## src/rtl/spi_pkg.sv

```systemverilog
// Shared SPI master types: FSM state encoding and frame phase lengths.
package spi_pkg;

    typedef enum logic [2:0] {
        IDLE  = 3'd0,
        SETUP = 3'd1,
        ADDR  = 3'd2,
        TURN  = 3'd3,
        DATA  = 3'd4,
        TAIL  = 3'd5,
        DONE  = 3'd6
    } spi_state_t;

    localparam int HDR_BITS  = 8;
    localparam int DATA_BITS = 8;

    // Reads carry an all-zero data byte so mosi stays low through TURN/DATA.
    function automatic logic [15:0] frame_word(
        input logic [6:0] a,
        input logic       r,
        input logic [7:0] d
    );
        return {a, r, (r ? 8'h00 : d)};
    endfunction

endpackage

```

## src/rtl/spi_clkgen.sv

```systemverilog
// sclk divider: half-period ticks, registered sclk, rise/fall slot strobes.
module spi_clkgen #(
    parameter int HALF_DIV = 2
) (
    input  logic clk,
    input  logic reset,
    input  logic run,
    input  logic en,
    output logic sclk,
    output logic rise,
    output logic fall
);

    localparam logic [7:0] RELOAD = 8'(HALF_DIV - 1);

    logic [7:0] div_cnt;
    logic       tick;

    assign tick = run && (div_cnt == 8'd0);
    assign rise = tick && !sclk;
    assign fall = tick && sclk;

    // en only gates the rising edge, so a suppressed rise still ends a phase.
    always_ff @(posedge clk) begin
        if (reset) begin
            div_cnt <= 8'd0;
            sclk    <= 1'b0;
        end else if (!run) begin
            div_cnt <= RELOAD;
            sclk    <= 1'b0;
        end else begin
            div_cnt <= (div_cnt == 8'd0) ? RELOAD : div_cnt - 8'd1;
            if (rise && en) begin
                sclk <= 1'b1;
            end else if (fall) begin
                sclk <= 1'b0;
            end
        end
    end

endmodule

```

## src/rtl/spi_master.sv

```systemverilog
// SPI master: SETUP/ADDR/TURN/DATA/TAIL/DONE frame sequencer.
module spi_master
    import spi_pkg::*;
#(
    parameter int HALF_DIV = 2,
    parameter int TURN_CYC = 3,
    parameter int TAIL_CYC = 2
) (
    input  logic       clk,
    input  logic       reset,
    input  logic       start,
    input  logic       rw,
    input  logic [6:0] addr,
    input  logic [7:0] wdata,
    input  logic       miso,
    output logic       sclk_out,
    output logic       cs,
    output logic       mosi,
    output logic [7:0] rdata,
    output logic       busy,
    output logic       done
);

    spi_state_t  state;
    logic        run;
    logic        rw_q;
    logic        rise;
    logic        fall;
    logic        sclk_en;
    logic        phase_end;
    logic        in_frame;
    logic        to_data;
    logic        sample;
    logic [3:0]  bit_cnt;
    logic [3:0]  phase_len;
    logic [15:0] shreg;
    logic [7:0]  rx;

    spi_clkgen #(
        .HALF_DIV(HALF_DIV)
    ) u_clkgen (
        .clk  (clk),
        .reset(reset),
        .run  (run),
        .en   (sclk_en),
        .sclk (sclk_out),
        .rise (rise),
        .fall (fall)
    );

    always_comb begin
        phase_len = 4'd0;
        unique case (state)
            ADDR:    phase_len = 4'(HDR_BITS);
            TURN:    phase_len = 4'(TURN_CYC);
            DATA:    phase_len = 4'(DATA_BITS);
            TAIL:    phase_len = 4'(TAIL_CYC);
            default: phase_len = 4'd0;
        endcase
    end

    // Phases end on the rise slot after their last full cycle.
    assign in_frame  = state inside {ADDR, TURN, DATA, TAIL};
    assign phase_end = rise && (bit_cnt == phase_len);
    assign sclk_en   = !(state == TAIL && bit_cnt == 4'(TAIL_CYC));
    assign to_data   = phase_end &&
                       ((state == ADDR && !rw_q) || state == TURN);
    assign sample    = to_data || (rise && state == DATA && !phase_end);

    always_ff @(posedge clk) begin
        if (reset) begin
            state   <= IDLE;
            cs      <= 1'b1;
            mosi    <= 1'b0;
            busy    <= 1'b0;
            done    <= 1'b0;
            rdata   <= 8'h00;
            run     <= 1'b0;
            rw_q    <= 1'b0;
            bit_cnt <= 4'd0;
            shreg   <= 16'h0000;
            rx      <= 8'h00;
        end else begin
            done <= 1'b0;
            if (sample) begin
                rx <= {rx[6:0], miso};
            end
            if (fall && in_frame) begin
                shreg   <= {shreg[14:0], 1'b0};
                mosi    <= shreg[14];
                bit_cnt <= bit_cnt + 4'd1;
            end
            unique case (state)
                IDLE: begin
                    if (start) begin
                        state   <= SETUP;
                        busy    <= 1'b1;
                        cs      <= 1'b0;
                        run     <= 1'b1;
                        rw_q    <= rw;
                        shreg   <= frame_word(addr, rw, wdata);
                        mosi    <= addr[6];
                        bit_cnt <= 4'd0;
                    end
                end
                SETUP: begin
                    if (phase_end) begin
                        state   <= ADDR;
                        bit_cnt <= 4'd0;
                    end
                end
                ADDR: begin
                    if (phase_end) begin
                        state   <= rw_q ? TURN : DATA;
                        bit_cnt <= 4'd0;
                    end
                end
                TURN: begin
                    if (phase_end) begin
                        state   <= DATA;
                        bit_cnt <= 4'd0;
                    end
                end
                DATA: begin
                    if (phase_end) begin
                        state   <= TAIL;
                        bit_cnt <= 4'd0;
                    end
                end
                TAIL: begin
                    if (phase_end) begin
                        state   <= DONE;
                        bit_cnt <= 4'd0;
                        cs      <= 1'b1;
                        done    <= 1'b1;
                        run     <= 1'b0;
                        if (rw_q) begin
                            rdata <= rx;
                        end
                    end
                end
                DONE: begin
                    state <= IDLE;
                    busy  <= 1'b0;
                end
                default: state <= IDLE;
            endcase
        end
    end

endmodule
```

## config.mk

```make
export PLATFORM = sky130hd
export DESIGN_NAME = spi_master
export DESIGN_NICKNAME = d
export VERILOG_FILES = /design/src/rtl/spi_pkg.sv /design/src/rtl/spi_clkgen.sv /design/src/rtl/spi_master.sv
export SDC_FILE = /design/constraint.sdc
export NUM_CORES = 1
export LEC_CHECK = 0
export CAP_MARGIN = 25
export CELL_PAD_IN_SITES_DETAIL_PLACEMENT = 0
export CELL_PAD_IN_SITES_GLOBAL_PLACEMENT = 1
export CORE_ASPECT_RATIO = 0.6
export CORE_MARGIN = 5
export CORE_UTILIZATION = 41
export CTS_BUF_LIST = sky130_fd_sc_hd__clkbuf_4 sky130_fd_sc_hd__clkbuf_8 sky130_fd_sc_hd__clkbuf_16
export DETAILED_ROUTE_END_ITERATION = 8
export PLACE_DENSITY = 0.79
export SYNTH_ARGS = -nofsm -noshare
export SYNTH_HDL_FRONTEND = slang
export SYNTH_HIERARCHICAL = 1
export SYNTH_SLANG_ARGS = --single-unit
```

## constraint.sdc

```tcl
create_clock -name clk -period 2.95 [get_ports clk]
set_clock_uncertainty 0.15 [all_clocks]
set_input_delay 0.59 -clock clk [delete_from_list [all_inputs] [get_ports clk]]
set_output_delay 0.59 -clock clk [all_outputs]
set_load 0.02 [all_outputs]
```

== Word-level counts from Yosys, hierarchy flattened ==
Index checks and enable logic that the tools add are counted.

* Register bits after elaboration: 54
* Latch bits: 0
* RAM bits: 0
* ROM bits: 0
* Bits of input ports: 20
* Output and inout bits: 13
* Word-level logic and storage cells: 97
* Memories kept: 0

* Add/subtract/negate cells: 2
* Multipliers: 0
* Div/mod/pow operators: 0
* Magnitude comparators: 0
* Equal/unequal tests: 14
* Shift operators: 0
* Multiplexer cells: 32
* Bitwise gates (word level): 2
* Reductions and logical operators: 33

{| class="wikitable"
|+ Operator list
! cell !! count
|-
| 2-to-1 mux 16 bit || 3
|-
| 2-to-1 mux 3 bit || 7
|-
| case mux 3 bit (6 select lines) || 1
|-
| 2-to-1 mux 1 bit || 12
|-
| 2-to-1 mux 4 bit || 3
|-
| inequality test 2 bit, second input constant || 6
|-
| case mux 4 bit (3 select lines) || 1
|-
| logical AND 1 bit || 11
|-
| == test 3 bit, second input constant || 3
|-
| logical NOT 8 bit || 1
|-
| 2-to-1 mux 8 bit || 1
|-
| case mux 4 bit (2 select lines) || 1
|-
| subtractor 8 x 1 -> 8 bit, second input constant || 1
|-
| == test 3 x 2 -> 1 bit, second input constant || 2
|-
| case mux 1 bit (2 select lines) || 3
|-
| AND reduction 3 bit || 2
|-
| AND reduction 6 bit || 1
|-
| nonzero test 2 bit || 3
|-
| OR reduction 2 bit || 3
|-
| OR reduction 5 bit || 1
|-
| adder 4 x 1 -> 4 bit, second input constant || 1
|-
| == test 4 x 2 -> 1 bit, second input constant || 1
|-
| == test 4 bit || 1
|-
| logical NOT 1 bit || 4
|-
| 7 further kinds || 10
|}

== Longest topological paths before layout ==
* Depth in word-level cells: 8
* Mapped depth: 11
* Gate-level depth less buffers: 10

== Modules after synthesis ==
Netlist, hierarchy kept.

{| class="wikitable"
|+ Modules (own cells, without submodules)
! module !! instances !! cells an instance !! area an instance (um^2) !! seq. area each (um^2)
|-
| spi_master || 1 || 227 || 2005.7 || 880.8
|-
| spi_clkgen || 1 || 49 || 435.4 || 180.2
|}

== Least setup slack after synthesis ==
OpenSTA, ideal clock, no wires.

* Path kind: register to register
* Start: reg u_clkgen.div_cnt[0]
* End: reg rx[1]
* Library setup time: 0.119 ns
* Arrival: 2.338 ns
* Setup slack: 0.343 ns
* Cell stages (with the launch flop): 12
* Path buffers: 1
* Period minus slack after synthesis: 2.607 ns
* Cell sequence: dfxtp_1 > inv_1 > ha_1 > nor3b_1 > nand3_1 > nor2_1 > or3b_1 > mux2i_1 > o21ai_2 > mux2_4 > buf_6 > mux2i_1

* Cells in the longest elaborated chain, start to end: 7
* Elaborated cells on any way between the ends: 9
* Classes of those cells: reduce/logical: 9

{| class="wikitable"
|+ RTL lines
! what !! line !! source
|-
| from (decl) || spi_clkgen.sv:16 || <nowiki>logic [7:0] div_cnt;</nowiki>
|-
| from (signal assigned) || spi_clkgen.sv:32 || <nowiki>div_cnt <= (div_cnt == 8'd0) ? RELOAD : div_cnt - 8'd1;</nowiki>
|-
| logical NOT 8 bit * || spi_clkgen.sv:19 || <nowiki>assign tick = run && (div_cnt == 8'd0);</nowiki>
|-
| logical AND 1 bit * || spi_clkgen.sv:19 ||
|-
| logical AND 1 bit * || spi_clkgen.sv:20 || <nowiki>assign rise = tick && !sclk;</nowiki>
|-
| named net rise || spi_master.sv:27 || <nowiki>logic rise;</nowiki>
|-
| logical AND 1 bit || spi_master.sv:64 || <nowiki>assign phase_end = rise && (bit_cnt == phase_len);</nowiki>
|-
| logical NOT 1 bit || spi_master.sv:68 || <nowiki>assign sample = to_data || (rise && state == DATA && !phase_end);</nowiki>
|-
| logical AND 1 bit || spi_master.sv:68 ||
|-
| logical OR 1 bit * || spi_master.sv:68 ||
|-
| to (signal assigned) || spi_master.sv:86 || <nowiki>rx <= {rx[6:0], miso};</nowiki>
|-
| to (decl) || spi_master.sv:37 || <nowiki>logic [7:0] rx;</nowiki>
|}

Mark *: on every way through the listed nets, which the timed path passes. The rest lies on a longest branch.
A chain may end at the register's enable or synchronous reset.

== Worst setup path after layout ==
* Start: reg u_clkgen.div_cnt[0]
* End: reg rdata[5]

* Cells in the longest elaborated chain, start to end: 5

{| class="wikitable"
|+ RTL lines
! what !! line !! source
|-
| logical NOT 8 bit || spi_clkgen.sv:19 ||
|-
| logical AND 1 bit || spi_clkgen.sv:19 ||
|-
| logical AND 1 bit || spi_clkgen.sv:20 ||
|-
| named net rise || spi_master.sv:27 ||
|-
| logical AND 1 bit || spi_master.sv:64 ||
|-
| AND reduction 3 bit (no line) || n/a ||
|-
| to (signal assigned) || spi_master.sv:138 || <nowiki>rdata <= rx;</nowiki>
|-
| to (decl) || spi_master.sv:19 || <nowiki>output logic [7:0] rdata,</nowiki>
|}

The timed path passes the listed nets, and every way through them passes these cells.

==> qor.yml <==
floorplan:
  die_h_um: 69.8
  die-width_um: 110
  coreArea_um2: 5680
  io-pin-count: 33
  initial_utilization_pct: 43.0
  dieArea_um2: 7650
  std_cell_rows: 21
power:
  peakVddDrop_v: 0.000218
  total_leakage_power_nw: 1.05
  clockPowerShare_pct: 33.7
  power-per-cell-area_nw_per_um2: 487
  combinational_cell_fraction_of_total_power_pct: 13.3
  total_power_mw: 1.46
  p_switching_mw: 0.355
  power_switching_share_pct: 24.3
  power_report.internal_total_mw: 1.11
  seqPwrFrac_pct: 53.0
final_layout:
  num-nets-final: 329
  antenna_cells_inserted: 0
  layout.core_utilization_pct: 52.9
  syn_to_final_growth_pct: 23.1
  final_layout_size_suffix_gt1_share_pct: 8.82
setup_path:
  critPathKind: "register to register"
  cp_max_fo: 8
  crit_path_end_kind: "register"
  critical_path_required_ps: 2970
  worst_path_dominant_cell_family: "simple AND/OR/NAND/NOR gates"
  worst_r2r_path_depth: 11
  cp_slowest_cell: "sky130_fd_sc_hd__or3b_1"
  capturing_point_of_the_worst_reg2reg_path: "rdata[5]"
  worst-endpoint-arrival_ps: 2750
  reg2reg_from: "u_clkgen/div_cnt[0]"
  r2r_setup_slack_ps: 230
  slowest_delay_ps: 400
  buf_inv_stages_crit_path: 2
  cp-start-kind: "register"
  path_cells: "inv_1 > ha_1 > nor3b_4 > nand3_1 > nor2_2 > or3b_1 > mux2i_4 > and4_1 > buf_12 > mux2i_1 > nor2_1"
place:
  placement.io_buffers: 32
  gp_congestion: 0.819
  dp.final_hpwl_um: 3520
  post-place-ws_ps: 55.5
timing:
  fin_crit_ps: 2720
  worst_pin_slew_ps: 576
  final_min_period_over_clock_period_pct: 92.3
  final.setup.worst_slack_ps: 226
  fmax_mhz: 367
  relSlewSlack_pct: 61.2
  setup_viol_count_final: 0
  final_hold_viol_count: 0
  report.final.slew_viol_count: 0
  setup-tns-final_ps: 0
grt:
  grt_pass1_wl_um: 8580
  first_global_vias: 1837
  grt_antenna_before_repair: 0
  grt_max_degree: 48
  grt_remaining_overflow: 0
  grt_usage_pct: 13.7
clocking:
  cts_htree_levels: 2
  clock-sinks: 53
  cts-buffers-inserted: 5
  clk_transition_reported_paths_ps: 90
  post-cts-setup-buffers: 0
  cts_root_buf: "sky130_fd_sc_hd__clkbuf_8"
  insertion_delay_ps: 300
  cts_max_path_buffers: 2
  cts_tree: "done"
detailed_routing:
  routed-via-count: 1991
  wire_per_inst_um: 13.1
  post-route-drc-count: 0
  dr.pass1.iters: 4
  first_iter_violations: 69
  vias_per_cell: 5.16
  finalWirelength_um: 5040
  ant_nets: 0
logic_synthesis:
  count_of_warnings_emitted_by_yosys: 6
  synth_edf_count: 0
  mappedNetlistArea_um2: 2440
  synthesis.nets: 300
  avgSynthCellArea_um2: 8.84
  ys_types: 47
  synthCells: 276
  synth_top_flop_cell: "sky130_fd_sc_hd__dfxtp_1"
  sequential_area_share_after_synthesis_pct: 43.5
  synth_seq_cells: 53
  asyncSetResetFlopFracSynth_pct: 0
worst_hold_path:
  hold_path_class: "register to register"
  min_from: "rx[7]"
  hold-path-endpoint: "rx[7]"
  cell_count_of_the_worst_hold_path: 2
job:
  maxCapViolations: 0
run_status:
  run_status: "finished clean"
[worst max-delay path by stage]
| stage | from | end | slack [ps] | cells after the start |
|---|---|---|---|---|
| 4_1_cts | u_clkgen/div_cnt[0] | bit_cnt[1] | 20 | 11 |
| 3_3_place_gp | u_clkgen/div_cnt[0] | bit_cnt[0] | 140 | 11 |
| 2_1_floorplan | u_clkgen/div_cnt[0] | rx[1] | 340 | 11 |
| 6_report | u_clkgen/div_cnt[0] | rdata[5] | 230 | 11 |
| 5_1_grt | u_clkgen/div_cnt[0] | rdata[7] | -8 | 11 |
| 3_5_place_dp | u_clkgen/div_cnt[0] | bit_cnt[3] | 60 | 11 |
[power by group through the flow]
stage               sequential [mW]  combinational, mW  clock (mW)
floorplan                     0.787              0.121           0
global placement              0.791              0.190           0
detailed placement            0.791              0.189           0
CTS                           0.774              0.190       0.510
global route                  0.781              0.217       0.543
finish                        0.776              0.195       0.494
[final cells by class]
class,instances,area [µm²]
Multi-Input combinational cell,198,1310
Inverter,7,26.3
Clock buffer,6,76.3
Fill cell,553,2670
Clock inverter,2,38.8
Sequential cell,53,1060
Timing Repair Buffer,40,393
Tap cell,80,100
[state kept, by name, indices dropped and copies added (netlist names)]
register,cells
shreg,15
rdata,8
rx,8
u_clkgen/div_cnt,8
bit_cnt,4
state,3
busy,1
cs,1
done,1
mosi,1
run,1
rw_q,1
u_clkgen/sclk,1
[cell usage after synthesis, types with 3 or more instances]
master	n	area (µm²)
sky130_fd_sc_hd__nand3_1	19	95.1
sky130_fd_sc_hd__inv_1	7	26.3
sky130_fd_sc_hd__nand2b_1	13	81.3
sky130_fd_sc_hd__o21ai_0	6	30.0
sky130_fd_sc_hd__nor3b_1	4	30.0
sky130_fd_sc_hd__nand3b_1	4	30.0
sky130_fd_sc_hd__nor2b_1	3	18.8
sky130_fd_sc_hd__nor2_1	31	116
sky130_fd_sc_hd__ha_1	4	50.1
sky130_fd_sc_hd__a311oi_1	14	123
sky130_fd_sc_hd__buf_2	3	15.0
sky130_fd_sc_hd__xnor2_1	4	35.0
sky130_fd_sc_hd__nor3_1	6	30.0
sky130_fd_sc_hd__dfxtp_1	53	1060
sky130_fd_sc_hd__clkbuf_1	12	45.0
sky130_fd_sc_hd__nand2_1	23	86.3
sky130_fd_sc_hd__mux2i_1	19	190
sky130_fd_sc_hd__a21oi_1	15	75.1
[cell families after synthesis]
family / count (synthesis) / synth area share [%]
flip-flops: 53 / 43.5
AO/OA/AOI/OAI: 48 / 13.7
buffers and inverters: 25 / 4.31
XOR/XNOR: 6 / 2.46
multiplexers: 21 / 8.87
adder cells (fa/ha/maj): 4 / 2.05
AND/OR/NAND/NOR: 119 / 25.2
[routing by layer]
layer  wire length, µm  share of wire (%)  GRT usage, %
met2              1950                 39          18.9
met4                40               0.79          3.46
met5                 0                  0             0
met1              2850                 57          20.6
met3               203                4.0          3.72
[stage by stage]
step	instances	hold WS (ps)	area, µm²
floorplan	276	295	2440
global placement	378	318	2860
detailed placement	378	321	2860
CTS	386	339	2970
global route	386	362	3000
finish	386	335	3000
[cell usage in the layout, fill, tap and decap left out, drive strengths merged, types with 3 or more instances in the layout]
master	instances
mux2i	19
nand2b	13
buf	8
or4	3
dfxtp	53
nor3b	4
clkdlybuf4s50	32
inv	7
a21oi	15
o21ai	7
ha	4
nand3b	4
nor2	31
a311oi	14
nand3	19
xnor2	4
nand2	23
clkbuf	6
nor2b	3
or3b	3
nor3	6
a21boi	3
[worst min-delay path, delay by kind of cell, from the launching register on]
family           cells  cell delay (ps)
DFF                  1              320
muxes                1               60
and+or+nand+nor      1               60
[repair_timing]
item                                    CTS  global route
gates resized for setup                   0             6
hold buffers                              0             0
endpoints found under the setup margin    0            22
Power figures use the tool's default switching activity.
